$ cat config.mk
export PLATFORM = sky130hd
export DESIGN_NAME = mem_arbiter_flat
export DESIGN_NICKNAME = d
export VERILOG_FILES = /design/src/rtl/mem_arbiter_if.sv /design/src/rtl/mem_arbiter.sv /design/src/flat_wrapper.sv
export SDC_FILE = /design/constraint.sdc
export NUM_CORES = 2
export LEC_CHECK = 0
export ABC_CLOCK_PERIOD_IN_PS = 4400
export CORE_AREA = 2 2 648 650
export DETAILED_ROUTE_END_ITERATION = 8
export DIE_AREA = 0 0 650 652
export HOLD_SLACK_MARGIN = 0.05
export SYNTH_ARGS = -nofsm -noshare
export SYNTH_HDL_FRONTEND = slang
export SYNTH_SLANG_ARGS = --single-unit
$ cat constraint.sdc
create_clock -name clk_i -period 4.4 [get_ports clk_i]
set_input_delay 0.88 -clock clk_i [delete_from_list [all_inputs] [get_ports clk_i]]
set_output_delay 0.88 -clock clk_i [all_outputs]
set_load 0.005 [all_outputs]
$ cat src/rtl/mem_arbiter_if.sv
// ---------------------------------------------------------------------------
// mem_arbiter_if
// Bundle of the two requester ports and the memory port of mem_arbiter.
//   slave  : arbiter view (takes requests and memory responses, drives
//            acks/read data to requesters and commands to memory)
//   master : environment view (requesters plus the data memory)
// Signal names keep the arbiter-side _i/_o direction suffixes.
// ---------------------------------------------------------------------------
interface mem_arbiter_if #(
    parameter int ADDR_W = 32,
    parameter int DATA_W = 256
);
    // requester 0 (instruction-cache miss path)
    logic              req0_i;
    logic              we0_i;
    logic [ADDR_W-1:0] addr0_i;
    logic [DATA_W-1:0] wdata0_i;
    logic              ack0_o;
    logic [DATA_W-1:0] rdata0_o;
    // requester 1 (data-cache miss / write-back path)
    logic              req1_i;
    logic              we1_i;
    logic [ADDR_W-1:0] addr1_i;
    logic [DATA_W-1:0] wdata1_i;
    logic              ack1_o;
    logic [DATA_W-1:0] rdata1_o;
    // memory port
    logic              mem_enable_o;
    logic              mem_write_o;
    logic [ADDR_W-1:0] mem_addr_o;
    logic [DATA_W-1:0] mem_data_o;
    logic              mem_ack_i;
    logic [DATA_W-1:0] mem_data_i;
    // watchdog
    logic              err_o;

    modport slave (
        input  req0_i, we0_i, addr0_i, wdata0_i,
        output ack0_o, rdata0_o,
        input  req1_i, we1_i, addr1_i, wdata1_i,
        output ack1_o, rdata1_o,
        output mem_enable_o, mem_write_o, mem_addr_o, mem_data_o,
        input  mem_ack_i, mem_data_i,
        output err_o
    );

    modport master (
        output req0_i, we0_i, addr0_i, wdata0_i,
        input  ack0_o, rdata0_o,
        output req1_i, we1_i, addr1_i, wdata1_i,
        input  ack1_o, rdata1_o,
        input  mem_enable_o, mem_write_o, mem_addr_o, mem_data_o,
        output mem_ack_i, mem_data_i,
        input  err_o
    );
endinterface

$ cat src/rtl/mem_arbiter.sv
// ---------------------------------------------------------------------------
// mem_arbiter
// Shares the single off-chip data memory port between requester 0 (I-cache
// miss path) and requester 1 (D-cache miss / write-back path).
//
// Ports:
//   clk_i  - clock, everything on the rising edge
//   rst_i  - synchronous reset, active-high
//   bus    - mem_arbiter_if.slave: req/we/addr/wdata in and ack/rdata out per
//            requester, mem_enable/write/addr/data out, mem_ack/data in, err_o
//
// Flow: IDLE picks a winner (round-robin on a tie) and latches its command,
// BUSY holds the memory enable until mem_ack_i, RESP gives the winner a
// one-cycle ack with the read line that memory presents in that cycle.
//
// Optional build macro MEM_ARB_TIMEOUT_EN: adds a BUSY watchdog that forces
// completion after TIMEOUT cycles without mem_ack_i, returning rdata=0 and
// setting the sticky err_o. Without it err_o is tied low and BUSY waits for
// the memory indefinitely.
// ---------------------------------------------------------------------------
module mem_arbiter #(
    parameter int ADDR_W  = 32,
    parameter int DATA_W  = 256,
    parameter int TIMEOUT = 15
) (
    input  logic         clk_i,
    input  logic         rst_i,
    mem_arbiter_if.slave bus
);

    if (TIMEOUT < 1) begin : g_bad_cfg
        $error("mem_arbiter: TIMEOUT must be at least 1");
    end

    typedef enum logic [1:0] {
        IDLE = 2'd0,
        BUSY = 2'd1,
        RESP = 2'd2
    } state_t;

    state_t            r_state;
    state_t            w_next;

    logic              r_last;     // id of the last granted requester
    logic              r_gnt;      // id of the current winner
    logic              r_we;
    logic [ADDR_W-1:0] r_addr;
    logic [DATA_W-1:0] r_wdata;
    logic [DATA_W-1:0] r_rdata0;
    logic [DATA_W-1:0] r_rdata1;

    logic              w_any;
    logic              w_win;
    logic              w_to;       // current transaction ended by the watchdog
    logic              w_timeout;  // watchdog fires this cycle
    logic              w_capture;
    logic [DATA_W-1:0] w_resp_data;
    logic              w_mem_enable;
    logic              w_ack0;
    logic              w_ack1;
    logic              w_show0;
    logic              w_show1;

    assign w_any = bus.req0_i | bus.req1_i;
    // Single requester wins outright; on a tie the one not granted last wins.
    assign w_win = (bus.req0_i & bus.req1_i) ? ~r_last : bus.req1_i;

    // ---------------------------------------------------------------- watchdog
`ifdef MEM_ARB_TIMEOUT_EN
    localparam int CNT_W = $clog2(TIMEOUT + 1);

    logic [CNT_W-1:0] r_cnt;
    logic             r_to;
    logic             r_err;

    // r_cnt holds the number of BUSY cycles already completed, so the
    // TIMEOUT-th BUSY cycle sees TIMEOUT-1.
    assign w_timeout = (r_state == BUSY) && !bus.mem_ack_i &&
                       (r_cnt == CNT_W'(TIMEOUT - 1));

    always_ff @(posedge clk_i) begin
        if (rst_i) begin
            r_cnt <= '0;
            r_to  <= 1'b0;
            r_err <= 1'b0;
        end else begin
            if (r_state == IDLE) begin
                r_cnt <= '0;
                r_to  <= 1'b0;
            end else if (r_state == BUSY) begin
                r_cnt <= r_cnt + 1'b1;
            end
            if (w_timeout) begin
                r_to  <= 1'b1;
                r_err <= 1'b1;
            end
        end
    end

    assign w_to       = r_to;
    assign bus.err_o  = r_err;
`else
    assign w_timeout  = 1'b0;
    assign w_to       = 1'b0;
    assign bus.err_o  = 1'b0;
`endif

    // ---------------------------------------------------------- state register
    always_ff @(posedge clk_i) begin
        if (rst_i) r_state <= IDLE;
        else       r_state <= w_next;
    end

    // -------------------------------------------------------- next-state logic
    always_comb begin
        w_next = r_state;
        case (r_state)
            IDLE:    if (w_any) w_next = BUSY;
            BUSY:    if (bus.mem_ack_i || w_timeout) w_next = RESP;
            RESP:    w_next = IDLE;
            default: w_next = IDLE;
        endcase
    end

    // ------------------------------------------------------------ output logic
    always_comb begin
        w_mem_enable = 1'b0;
        w_ack0       = 1'b0;
        w_ack1       = 1'b0;
        w_show0      = 1'b0;
        w_show1      = 1'b0;
        case (r_state)
            BUSY: w_mem_enable = 1'b1;
            RESP: begin
                w_ack0  = ~r_gnt;
                w_ack1  = r_gnt;
                w_show0 = ~r_gnt & w_capture;
                w_show1 = r_gnt & w_capture;
            end
            default: ;
        endcase
    end

    // Memory drives the read line in the RESP cycle itself, so it is passed
    // straight through while acking and captured at the end of RESP to hold.
    assign w_capture   = ~r_we | w_to;
    assign w_resp_data = w_to ? '0 : bus.mem_data_i;

    // ----------------------------------------------------- latched command/data
    always_ff @(posedge clk_i) begin
        if (rst_i) begin
            r_last   <= 1'b1;
            r_gnt    <= 1'b0;
            r_we     <= 1'b0;
            r_addr   <= '0;
            r_wdata  <= '0;
            r_rdata0 <= '0;
            r_rdata1 <= '0;
        end else begin
            if (r_state == IDLE && w_any) begin
                r_gnt   <= w_win;
                r_last  <= w_win;
                r_we    <= w_win ? bus.we1_i    : bus.we0_i;
                r_addr  <= w_win ? bus.addr1_i  : bus.addr0_i;
                r_wdata <= w_win ? bus.wdata1_i : bus.wdata0_i;
            end
            if (w_show0) r_rdata0 <= w_resp_data;
            if (w_show1) r_rdata1 <= w_resp_data;
        end
    end

    assign bus.mem_enable_o = w_mem_enable;
    assign bus.mem_write_o  = r_we;
    assign bus.mem_addr_o   = r_addr;
    assign bus.mem_data_o   = r_wdata;
    assign bus.ack0_o       = w_ack0;
    assign bus.ack1_o       = w_ack1;
    assign bus.rdata0_o     = w_show0 ? w_resp_data : r_rdata0;
    assign bus.rdata1_o     = w_show1 ? w_resp_data : r_rdata1;

endmodule

$ cat src/flat_wrapper.sv
// flat-port wrapper written by rule: the top's interface ports become plain ports
module mem_arbiter_flat 
#(
    parameter int ADDR_W  = 32,
    parameter int DATA_W  = 256,
    parameter int TIMEOUT = 15
)
  (clk_i, rst_i, bus_req0_i, bus_we0_i, bus_addr0_i, bus_wdata0_i, bus_ack0_o, bus_rdata0_o, bus_req1_i, bus_we1_i, bus_addr1_i, bus_wdata1_i, bus_ack1_o, bus_rdata1_o, bus_mem_enable_o, bus_mem_write_o, bus_mem_addr_o, bus_mem_data_o, bus_mem_ack_i, bus_mem_data_i, bus_err_o);
  mem_arbiter_if #(.ADDR_W(ADDR_W), .DATA_W(DATA_W)) bus_i ();
  input  logic clk_i;
  input  logic rst_i;
  input wire logic [$bits(bus_i.req0_i)-1:0] bus_req0_i;
  input wire logic [$bits(bus_i.we0_i)-1:0] bus_we0_i;
  input wire logic [$bits(bus_i.addr0_i)-1:0] bus_addr0_i;
  input wire logic [$bits(bus_i.wdata0_i)-1:0] bus_wdata0_i;
  output wire logic [$bits(bus_i.ack0_o)-1:0] bus_ack0_o;
  output wire logic [$bits(bus_i.rdata0_o)-1:0] bus_rdata0_o;
  input wire logic [$bits(bus_i.req1_i)-1:0] bus_req1_i;
  input wire logic [$bits(bus_i.we1_i)-1:0] bus_we1_i;
  input wire logic [$bits(bus_i.addr1_i)-1:0] bus_addr1_i;
  input wire logic [$bits(bus_i.wdata1_i)-1:0] bus_wdata1_i;
  output wire logic [$bits(bus_i.ack1_o)-1:0] bus_ack1_o;
  output wire logic [$bits(bus_i.rdata1_o)-1:0] bus_rdata1_o;
  output wire logic [$bits(bus_i.mem_enable_o)-1:0] bus_mem_enable_o;
  output wire logic [$bits(bus_i.mem_write_o)-1:0] bus_mem_write_o;
  output wire logic [$bits(bus_i.mem_addr_o)-1:0] bus_mem_addr_o;
  output wire logic [$bits(bus_i.mem_data_o)-1:0] bus_mem_data_o;
  input wire logic [$bits(bus_i.mem_ack_i)-1:0] bus_mem_ack_i;
  input wire logic [$bits(bus_i.mem_data_i)-1:0] bus_mem_data_i;
  output wire logic [$bits(bus_i.err_o)-1:0] bus_err_o;
  assign bus_i.req0_i = bus_req0_i;
  assign bus_i.we0_i = bus_we0_i;
  assign bus_i.addr0_i = bus_addr0_i;
  assign bus_i.wdata0_i = bus_wdata0_i;
  assign bus_ack0_o = bus_i.ack0_o;
  assign bus_rdata0_o = bus_i.rdata0_o;
  assign bus_i.req1_i = bus_req1_i;
  assign bus_i.we1_i = bus_we1_i;
  assign bus_i.addr1_i = bus_addr1_i;
  assign bus_i.wdata1_i = bus_wdata1_i;
  assign bus_ack1_o = bus_i.ack1_o;
  assign bus_rdata1_o = bus_i.rdata1_o;
  assign bus_mem_enable_o = bus_i.mem_enable_o;
  assign bus_mem_write_o = bus_i.mem_write_o;
  assign bus_mem_addr_o = bus_i.mem_addr_o;
  assign bus_mem_data_o = bus_i.mem_data_o;
  assign bus_i.mem_ack_i = bus_mem_ack_i;
  assign bus_i.mem_data_i = bus_mem_data_i;
  assign bus_err_o = bus_i.err_o;
  mem_arbiter #(.ADDR_W(ADDR_W), .DATA_W(DATA_W), .TIMEOUT(TIMEOUT)) u_core (.clk_i(clk_i), .rst_i(rst_i), .bus(bus_i));
endmodule
==> run metrics <==
fill count=roughly 47000; Reg area=between 15000 and 20000 µm²; Simple-Gate Fraction of Synth Area=about 17%; Clock Root Buffer=clkbuf_16; CTS HTree Levels=3; DRT Pass-1 Iters=5; Post-Syn Area per Cell=9.93 µm²; area grow syn2layout=82.2%; final setup vio count=0; std cell rows=between 200 and 250; width of the chip=650 µm; Worst Path Class, Setup=flop to output pin; fin area=between 50000 and 60000 µm²; clock tree buffer depth=4; sequential share of power=between 30% and 40%; NetSw=~6400 µW; Setup crit start kind=flop; worst hold margin=~0.51 ns; synth unique cells=27; Final Cycle Share=95.0%; outcome=finished, final reports clean; max_cap viols=0; register area share after synthesis=about half; Slew Limit Fails=0; Post-Syn Area=around 33000 µm²; Post-Synthesis Net Count=4153; Worst Setup End Kind=output pin; CTS Buf Count=~110; Sink Count=~810; share of layout cells above drive strength 1=14.1%; Clock Power Share=between 40 and 50%; antenna violations before repair=about 200; Required @ worst endpoint=around 3.5 ns; post-synthesis compound-gate area fraction=12.2%; Worst Max-Slew Pin Slew=around 1.0 ns; Fmax=239 MHz; Max transition margin=a little under a third; Core Box Area=about 420000 µm²; Lkg Pwr=0.0217 µW; non-filler cells, final=10540; Worst-Skew Late Latency=0.87 ns; Via-to-Cell Ratio=3.12; Mapped Cells=around 3300; clock period minus worst slack=about 4.2 ns; die area=between 400000 and 500000 µm²; Fin Setup TNS=0 ns; dpl hpwl=between 200 and 300 mm; Initial Util=7.91%; most common cell after layout, fill and taps aside=clkdlybuf4s50_1; first-pass GRT wire length=about 400 mm; pre-CTS setup slack=about 0.76 ns; Routed Antenna Nets=0; GR Util All Layers=between 10 and 15%; Synth Warn #=0; Final Hold Vio Count=0; Worst-path clk slew=approximately 0.060 ns; largest net degree at the start of global routing=104; Post-Route Skew=~0.077 ns; Internal=about 15000 µW; IO Pins=~1600; DRC errors left=0; Pwr per Cell Area=~360 nW/µm²; drt first-iter violations=between 2000 and 2500; routed wire length per instance=just over 30 µm; WP data arrival=3.30 ns; final worst slack=approximately 0.22 ns; Die H=652 µm; number of global-route vias before repair=~31000; Worst Hold Class=flop to flop; post-synthesis register bit count=slightly above 800; most frequent cells in the layout=clkdlybuf4s50_1 (1521), dfxtp_1 (804), nand2_1 (579), nor2b_1 (513), mux2_2 (298); Port Buf Inserts=1642; CTS tree=yes; main combinational cell family by area after synthesis=multiplexers; dpl cells=~10000; final wirelength=around 320 mm; XOR/XNOR Fraction of Synth Area=0%; sw frac=between 20% and 30%; total global routing overflow=0; multiplexer share of the synthesized area=17.5%; RSZ-0062 raised after global routing=false; Synth Area in Adders=0%; nets@finish=5692; final RePlAce weighted congestion=between 1 and 1.5; CP max FO=34; placed inst area=approximately 56000 µm²; combinational share of power=around a fifth; Peak VDD IR=about 0.0003 V; multi-input logic area=15300 µm²; routed via count=about 33000
[cell families after synthesis]
logic type | after synthesis
other cells | 1
mux | 512
flops | 805
buf+inv | 309
compound gates | 585
simple gates | 1102
[synth_stat cells]
| master | count | area [µm²] |
|---|---|---|
| conb_1 | 1 | 3.75 |
| nor2b_1 | 513 | 3210 |
| a21oi_1 | 291 | 1460 |
| buf_1 | 5 | 18.8 |
| nor2_2 | 1 | 6.26 |
| a22oi_1 | 1 | 7.51 |
| mux2_1 | 214 | 2410 |
| nor4b_2 | 1 | 15.0 |
| nor2_1 | 1 | 3.75 |
| and4bb_1 | 1 | 12.5 |
| buf_2 | 50 | 250 |
| o21bai_1 | 1 | 7.51 |
| and2_1 | 1 | 6.26 |
| buf_4 | 27 | 203 |
| buf_6 | 28 | 315 |
| nor3b_1 | 2 | 15.0 |
| clkbuf_1 | 198 | 743 |
| mux2_2 | 298 | 3360 |
| inv_1 | 1 | 3.75 |
| and3b_1 | 1 | 8.76 |
| a21bo_2 | 2 | 20.0 |
| a21boi_0 | 1 | 7.51 |
| and3_1 | 1 | 6.26 |
| a311oi_1 | 289 | 2530 |
| or2_0 | 1 | 6.26 |
| nand2_1 | 579 | 2170 |
| dfxtp_1 | 805 | 16100 |
[per-layer routing]
layer	vias to the layer above	share of wire, %	wire [µm]	track usage [%]
met5	-	0.12	372	0
met4	54	5.4	17400	7.08
met3	474	11	35700	6.63
met2	1622	51	163000	25.9
met1	15962	33	105000	14.1
li1	14746	-	-	-
[area by class of cell]
type,count,area share (%)
clock inverter,41,0.895
sequential,805,26.9
tap,5497,11.5
inverter,1,0.00626
antenna,101,0.421
multi-input combinational,2201,25.5
clock buffer,162,5.45
timing repair buffer,1732,29.3
[timing repair]
item                                    CTS  global route
gates resized for setup                   4             0
buffers inserted                          3             0
hold buffers                              0             0
endpoints found under the setup margin  104             0
[flip-flops by register name, summed over array words and instances (netlist names)]
name and count:
u_core.bus.mem_data_o 256, u_core.r_rdata0 256, u_core.r_rdata1 256, u_core.bus.mem_addr_o 32
u_core.r_state 2, u_core.bus.mem_write_o 1, u_core.r_gnt 1, u_core.r_last 1
[worst paths after layout]
path / start / to / slack (ns) / cells past startpoint
worst max-delay path: u_core.r_state[0] / bus_rdata1_o[90] / 0.22 / 6
worst min-delay path: u_core.bus.mem_data_o[152] / u_core.bus.mem_data_o[152] / 0.51 / 2
worst max register to register: u_core.r_state[0] / u_core.r_rdata1[112] / 2.11 / 6
worst min register to register: u_core.bus.mem_data_o[152] / u_core.bus.mem_data_o[152] / 0.51 / 2
[through the flow]
stage / total power, µW / util (%)
floorplan: 9170 / -
global placement: 12200 / 13.4
detailed placement: 12200 / 13.4
CTS: 22100 / 14.4
global route: 22500 / 14.4
finish: 21700 / 14.4
[worst max-delay path, stage by stage (launching register included)]
cell and delay [ns]:
dfxtp_1 0.42, and4bb_4 0.40, buf_12 0.15, buf_12 0.21, buf_12 0.25, mux2_1 0.43, clkdlybuf4s50_1 0.50
[power by group through the flow]
| stage | registers [µW] | clock network (µW) | logic (µW) |
|---|---|---|---|
| finish | 7910 | 9680 | 4080 |
| global route | 7940 | 10300 | 4320 |
| CTS | 7900 | 10000 | 4200 |
| detailed placement | 8050 | 0 | 4170 |
| global placement | 8040 | 0 | 4180 |
| floorplan | 8020 | 0 | 1160 |
Power figures use the tool's default switching activity.
